## src/rtl/serial_subtractor_pkg.sv

```systemverilog
// Shared definitions for the bit-serial subtractor: FSM state encoding and
// the sizing helper for its bit counter.
package serial_subtractor_pkg;

    typedef enum logic [1:0] {
        ST_IDLE = 2'b00,
        ST_RUN  = 2'b01,
        ST_DONE = 2'b10
    } state_e;

    // The counter must reach WIDTH after the last bit, so it needs clog2(WIDTH+1) bits.
    function automatic int cnt_width(input int width);
        return $clog2(width + 1);
    endfunction

endpackage

```

## src/rtl/serial_subtractor_full_subtractor.sv

```systemverilog
// One-bit full-subtractor cell, gate-level, the borrow-side counterpart of
// the full_adder cell.
module full_subtractor (
    input  logic x,
    input  logic y,
    input  logic z,
    output logic diff,
    output logic bout
);

    assign diff = x ^ y ^ z;
    assign bout = (~x & y) | (~(x ^ y) & z);

endmodule

```

## src/rtl/serial_subtractor.sv

```systemverilog
// Bit-serial subtractor: d = a - b - bin, LSB first, one bit per clock through
// a single full_subtractor cell, with start/busy/done handshake.
module serial_subtractor
    import serial_subtractor_pkg::*;
#(
    parameter int WIDTH = 4
) (
    input  logic             clk,
    input  logic             rst_n,
    input  logic             start,
    input  logic [WIDTH-1:0] a,
    input  logic [WIDTH-1:0] b,
    input  logic             bin,
    output logic             busy,
    output logic             done,
    output logic [WIDTH-1:0] d,
    output logic             bout
);

    localparam int               CNT_W    = cnt_width(WIDTH);
    localparam logic [CNT_W-1:0] LAST_BIT = CNT_W'(WIDTH - 1);

    state_e           state_q, state_d;
    logic [WIDTH-1:0] a_q, a_d;
    logic [WIDTH-1:0] b_q, b_d;
    logic [WIDTH-1:0] res_q, res_d;
    logic             borrow_q, borrow_d;
    logic [CNT_W-1:0] cnt_q, cnt_d;
    logic [WIDTH-1:0] d_q, d_d;
    logic             bout_q, bout_d;
    logic             busy_q, busy_d;
    logic             done_q, done_d;

    logic             cell_diff_s;
    logic             cell_borrow_s;
    logic [WIDTH-1:0] res_shift_s;

    full_subtractor u_cell (
        .x    (a_q[0]),
        .y    (b_q[0]),
        .z    (borrow_q),
        .diff (cell_diff_s),
        .bout (cell_borrow_s)
    );

    // Next-state, datapath and handshake computation.
    always_comb begin
        state_d     = state_q;
        a_d         = a_q;
        b_d         = b_q;
        res_d       = res_q;
        borrow_d    = borrow_q;
        cnt_d       = cnt_q;
        d_d         = d_q;
        bout_d      = bout_q;
        // New difference bit enters from the MSB so bit 0 lands at the LSB after WIDTH shifts.
        res_shift_s              = res_q >> 1'b1;
        res_shift_s[WIDTH-1]     = cell_diff_s;

        case (state_q)
            ST_IDLE: begin
                if (start) begin
                    a_d      = a;
                    b_d      = b;
                    borrow_d = bin;
                    cnt_d    = {CNT_W{1'b0}};
                    state_d  = ST_RUN;
                end else begin
                    state_d  = ST_IDLE;
                end
            end
            ST_RUN: begin
                a_d      = a_q >> 1'b1;
                b_d      = b_q >> 1'b1;
                res_d    = res_shift_s;
                borrow_d = cell_borrow_s;
                cnt_d    = cnt_q + CNT_W'(1);
                if (cnt_q == LAST_BIT) begin
                    d_d     = res_shift_s;
                    bout_d  = cell_borrow_s;
                    state_d = ST_DONE;
                end else begin
                    state_d = ST_RUN;
                end
            end
            ST_DONE: begin
                state_d = ST_IDLE;
            end
            default: begin
                state_d = ST_IDLE;
            end
        endcase

        busy_d = (state_d == ST_RUN);
        done_d = (state_d == ST_DONE);
    end

    // State, operand, result and output registers with synchronous reset.
    always_ff @(posedge clk) begin
        if (!rst_n) begin
            state_q  <= ST_IDLE;
            a_q      <= {WIDTH{1'b0}};
            b_q      <= {WIDTH{1'b0}};
            res_q    <= {WIDTH{1'b0}};
            borrow_q <= 1'b0;
            cnt_q    <= {CNT_W{1'b0}};
            d_q      <= {WIDTH{1'b0}};
            bout_q   <= 1'b0;
            busy_q   <= 1'b0;
            done_q   <= 1'b0;
        end else begin
            state_q  <= state_d;
            a_q      <= a_d;
            b_q      <= b_d;
            res_q    <= res_d;
            borrow_q <= borrow_d;
            cnt_q    <= cnt_d;
            d_q      <= d_d;
            bout_q   <= bout_d;
            busy_q   <= busy_d;
            done_q   <= done_d;
        end
    end

    assign busy = busy_q;
    assign done = done_q;
    assign d    = d_q;
    assign bout = bout_q;

endmodule

```

## config.mk

```make
export PLATFORM = sky130hd
export DESIGN_NAME = serial_subtractor
export DESIGN_NICKNAME = d
export VERILOG_FILES = /design/src/rtl/serial_subtractor_pkg.sv /design/src/rtl/serial_subtractor_full_subtractor.sv /design/src/rtl/serial_subtractor.sv
export SDC_FILE = /design/constraint.sdc
export NUM_CORES = 1
export LEC_CHECK = 0
export BUFFER_PORTS_ARGS = -buffer_cell sky130_fd_sc_hd__buf_2
export CAP_MARGIN = 20
export CELL_PAD_IN_SITES_DETAIL_PLACEMENT = 1
export CELL_PAD_IN_SITES_GLOBAL_PLACEMENT = 1
export CORE_UTILIZATION = 43
export DETAILED_ROUTE_END_ITERATION = 8
export PLACE_DENSITY_LB_ADDON = 0.12
export SETUP_SLACK_MARGIN = 0.3
export SYNTH_ARGS = -nofsm -noshare
export SYNTH_HDL_FRONTEND = slang
export SYNTH_SLANG_ARGS = --single-unit
```

## constraint.sdc

```tcl
create_clock -name clk -period 2.2 [get_ports clk]
set_input_delay 0.22 -clock clk [delete_from_list [all_inputs] [get_ports clk]]
set_output_delay 0.22 -clock clk [all_outputs]
set_load 0.02 [all_outputs]
```

* Yosys cells after proc, flatten, opt, wreduce, memory -nomap -nowiden
Index checks and enable logic that the tools add are counted.
Operators by class: add/sub/neg operators 1, equal/unequal tests 5, muxes and demuxes 11, bitwise operators 7, reductions and logical operators 4
Operators with widths (number):
- 4-bit case mux with 2 select lines | 2
- 4-bit two-way mux | 2
- 3-bit case mux with 2 select lines | 1
- 2-bit by 1-bit == test with 1-bit output, second input constant | 2
- 2-bit case mux with 2 select lines | 1
- 2-bit AND reduction | 2
- 3-bit by 1-bit adder with 3-bit output, second input constant | 1
- 3-bit by 2-bit == test with 1-bit output, second input constant | 1
- 3-bit two-way mux | 1
- 1-bit bitwise AND | 2
- 2-bit == test, second input constant | 1
- 2-bit zero test | 1
- 1-bit two-way mux | 2
- 2-bit two-way mux | 1
- 2-bit inequality test, second input constant | 1
- 1-bit NOT | 2
- 1-bit case mux with 2 select lines | 1
- 2-bit nonzero test | 1
- 1-bit XOR | 2
- 1-bit OR | 1
Storage, ports and cells: bits in registers 25, input port bits 12, output and inout port bits 7, logic and storage cells 38

* Depth between registers and ports, before layout
depth in word-level cells 5, gate-level depth with buffers 6, depth with buffers taken out 5

* Hierarchy
From an unflattened synthesis, not the netlist that was laid out.
Unflattened totals: cells, all modules 105, area total of the unflattened synthesis 1067.3 um^2
Modules (own cells, without submodules):
- serial_subtractor | instances 1, cells an instance 101, area an instance 1036.0 um^2, sequential area each 480.5 um^2
- full_subtractor | instances 1, cells an instance 4, area an instance 31.3 um^2, sequential area each 0.0 um^2

* Worst setup path after synthesis
Ideal clock, no wire load.
path type reg2reg, start point register cnt_q[0], end point register done_q, in the netlist done, setup time 115 ps, arrival 1152 ps, data required time 2085 ps, slack 934 ps, stages on the path, launching flop included 6, path buffers 1, period minus slack after synthesis 1266 ps, cell sequence dfxtp_1 > ha_1 > ha_1 > and3b_1 > buf_2 > and2_1
On the way: longest elaborated chain between the ends 4
RTL lines:
- start: declaration | line serial_subtractor.sv:28 | logic [CNT_W-1:0] cnt_q, cnt_d;
- start signal: assignment | line serial_subtractor.sv:106 | cnt_q <= {CNT_W{1'b0}};
- start signal: assignment | line serial_subtractor.sv:117 | cnt_q <= cnt_d;
- 3-bit by 2-bit == test with 1-bit output | line serial_subtractor.sv:78 | if (cnt_q == LAST_BIT) begin
- 2-bit two-way mux | line serial_subtractor.sv:78
- 2-bit case mux with 2 select lines | line serial_subtractor.sv:60 | case (state_q)
- 2-bit == test | line serial_subtractor.sv:95 | done_d = (state_d == ST_DONE);
- end signal: assignment | line serial_subtractor.sv:121 | done_q <= done_d;
- end: declaration | line serial_subtractor.sv:32 | logic done_q, done_d;
Every way passes these cells. A chain may end at the register's enable or synchronous reset.

* Final worst setup path
start point register state_q[0], end point register res_q[2]
On the way: longest elaborated chain between the ends 1
RTL lines:
- start: declaration | line serial_subtractor.sv:23 | state_e state_q, state_d;
- start signal: assignment | line serial_subtractor.sv:112 | state_q <= state_d;
- 2-bit by 1-bit == test with 1-bit output | line serial_subtractor.sv:60
- end signal: assignment | line serial_subtractor.sv:104 | res_q <= {WIDTH{1'b0}};
- end signal: assignment | line serial_subtractor.sv:115 | res_q <= res_d;
- end: declaration | line serial_subtractor.sv:26 | logic [WIDTH-1:0] res_q, res_d;
Every way passes these cells.

==> impl_results.md <==
- Status: complete, no violations
- Maximum clock rate: 0.592 GHz
- Syn Area/Cell: 9.50 um2
- Core Region: 2060 um2
- Vias/cell: 5.35
- Largest area contributor in the netlist: dfxtp_1
- Htree depth: 1
- CTS root buf: clkbuf_4
- Rel. slew slack: 58.1%
- Worst clock skew: 0.00260 ns
- LEAKAGE: 0.000478 uW
- Yosys warns: 0
- Startpoint Class: flip-flop
- Seq/Total Area, Yosys: 48.6%
- Ratio of cells with drive above 1 in the final layout: 20.8%
- Clk pwr share: 36.8%
- Most used flip-flop cell after synthesis: dfxtp_1
- First-pass GRT wire length: 3690 um
- Setup-failing EPs final: 0
- Dpl cell area: 1090 um2
- RSZ-0062 raised after global routing: false
- Fillers: 241
- Simple-Gate Fraction of Synth Area: 17.0%
- CP startpoint: state_q[0]
- Period utilization: 76.7%
- Port Buf Inserts: 18
- Gr usage total: 19.9%
- Max VDD drop: 0.424 mV
- Crit Reg-Reg Endpoint: res_q[2]
- Detail Placement HPWL: 1420 um
- CTS tree: yes
- CTS sink cnt: 24
- Pint: 678 uW
- Cells after synthesis: 104
- Fin area: 1140 um2
- Synth area leaders: dfxtp_1 (49%), mux2i_1 (9.1%), nand2_1 (4.9%)
- Die area: 2490 um2
- Hold_sp: b[3]
- Worst-case clock buffer depth: 2
- Initial DRC count: 7
- Hold Path Depth: 3
- Hold Path Sink: b_q[3]
- Die Height: 49.9 um
- Worst EP arrival: 1.92 ns
- Initial antenna violation count: 0
- IO Pins: 19
- Adder-cell share of the synthesized area: 4.56%
- Number of global-route vias before repair: 814
- Cell Area, Synth: 988 um2
- Switch share: 23.0%
- Worst Path Required: 2.43 ns
- Compound-Gate Fraction of Synth Area: 16.2%
- ANT cells: 0
- Share of the synthesized area in the top cell type: 48.6%
- CTS buffer count: 3
- Proportion of synthesized area in mux cells: 9.11%
- Post-route minimum period: 1.69 ns
- Post-Synth XOR/XNOR Area: 0%
- Synth cell types: 26
- TritonRoute pass-1 iters: 3
- # hold bufs at CTS: 0
- Switching pwr: 202 uW
- R2R Path Start: state_q[0]
- Setup Crit Path Kind: reg2reg
- Later-pin clock latency in the skew report: 0.32 ns
- Clk slew on worst S/H paths: 0.14 ns
- Routability cong.: 0.703
- Final Max Tran Viols: 0
- GRT overflow: 0
- Syn Nets: 119
- Flop-to-flop setup slack: 0.51 ns
- Initial Utilization: 47.9%
- Reg2Reg Depth: 3
- Sequential share of power: 53.5%
- Synth cell count leaders: dfxtp_1 (24), nand2_1 (13), mux2i_1 (9)
- Die Wd: 49.9 um
- Top-count cell post-synth: dfxtp_1
- PwrDens: 773 nW/um2
- Final hold viol count: 0
- Combinational share of power: 9.6%
- Worst slew pin tran: 0.627 ns
- Largest family of logic cells by synthesized area: simple AND/OR/NAND/NOR gates
- Total length of routed wires: 2110 um
- Largest net degree at the start of global routing: 33
- # Post-CTS Setup Buffers: 0
- Vias post-DR: 786
- Post-synth EDFFs: 0
- Wire per inst: 14.4 um
- DRC viols: 0
- Crit end category: flip-flop
- Final ANT Viol Nets: 0
- Max-Cap Viols: 0
- Placement Rows: 16
- Fin nets: 136
- Total negative slack: 0 ns
- Async set or reset register ratio after synthesis: 0%
- Post-CTS resize count: 0
- Crit path max fanout: 13
- HP Class: in2reg
- #FFs+latches synth: 24
- Layout area overhead: 15.2%
## layout by cell type (no fill, tap or decap)
cell type | synthesis | routed
buf_2 | 3 | 18
fa_1 | 1 | 1
mux2i_1 | 9 | 9
o22ai_1 | 2 | 2
and3b_1 | 1 | 1
nand3_1 | 5 | 5
nor4b_1 | 1 | 1
clkbuf_4 | 0 | 3
o21ai_1 | 7 | 7
and2_1 | 2 | 2
or3b_4 | 1 | 1
nand2_1 | 13 | 13
bufinv_16 | 0 | 1
a21oi_1 | 1 | 1
buf_4 | 1 | 1
dfxtp_1 | 24 | 24
o21ai_0 | 7 | 7
o211a_1 | 1 | 1
inv_1 | 3 | 3
and3_1 | 2 | 2
o211ai_1 | 6 | 6
ha_1 | 2 | 2
nand3b_1 | 1 | 1
a211oi_1 | 1 | 1
nor2b_1 | 4 | 4
nor2_1 | 2 | 2
o21ba_2 | 1 | 1
## metrics by stage
stage | power, uW | hold slack, ns | instances | setup WS, ns | utilization [%]
detailed placement | 565 | 0.451 | 143 | 0.581 | 52.7
finish | 880 | 0.139 | 147 | 0.512 | 55.2
CTS | 887 | 0.131 | 147 | 0.520 | 55.2
floorplan | 536 | 0.367 | 104 | 0.934 | -
global route | 913 | 0.147 | 147 | 0.389 | 55.2
global placement | 560 | 0.443 | 143 | 0.642 | 52.7
## flip-flops by register name (all words and copies together), names as in the netlist
name      cells
busy          1
borrow_q      1
state_q       2
cnt_q         3
bout          1
done          1
b_q           4
a_q           4
res_q         3
d             4
## power by group through the flow
stage	Combinational (uW)	Clock, uW	Sequential (uW)
2_1_floorplan	61.5	0	475
3_3_place_gp	80.8	0	480
3_5_place_dp	84.9	0	480
4_1_cts	85.6	330	471
5_1_grt	95.4	343	474
6_report	84.8	324	471
## metal layers
layer / up-vias / share of wire (%) / track usage [%] / wire (um)
met3: 4 / 1.9 / 2.78 / 40
met1: 376 / 49 / 24.5 / 1040
met5: - / 0 / 0 / 0
met4: 0 / 2.1 / 10.0 / 44
li1: 396 / - / - / -
met2: 10 / 47 / 33.6 / 986
## cell type report
type | count | area [um2] | area share (%)
flip-flops and latches | 24 | 480 | 42.2
well taps | 27 | 33.8 | 2.97
multi-input cells | 70 | 463 | 40.7
clock buffers | 3 | 22.5 | 1.98
inverters | 3 | 11.3 | 0.989
repair buffers | 19 | 97.6 | 8.57
clock inverters | 1 | 30.0 | 2.64
## critical path: stages, from the launching register on
cell	delay [ns]
dfxtp_1	0.69
nor2b_1	0.59
mux2i_1	0.26
nor2b_1	0.06
## worst max path at each step
stage | cells after the start | end
after floorplan | 5 | done
after global placement | 3 | res_q[1]
after detailed placement | 3 | res_q[1]
after CTS | 3 | res_q[2]
after global routing | 3 | res_q[3]
final | 3 | res_q[2]
## cell families (layout without fill, tap and decap cells)
logic type                 after synthesis  after routing
DFF                                     24             24
muxes                                    9              9
adders and majority gates                3              3
AOI/OAI and AO/OA                       26             26
buffers and inverters                   10             26
and+or+nand+nor                         32             32
(Power assumes the default switching activity.)
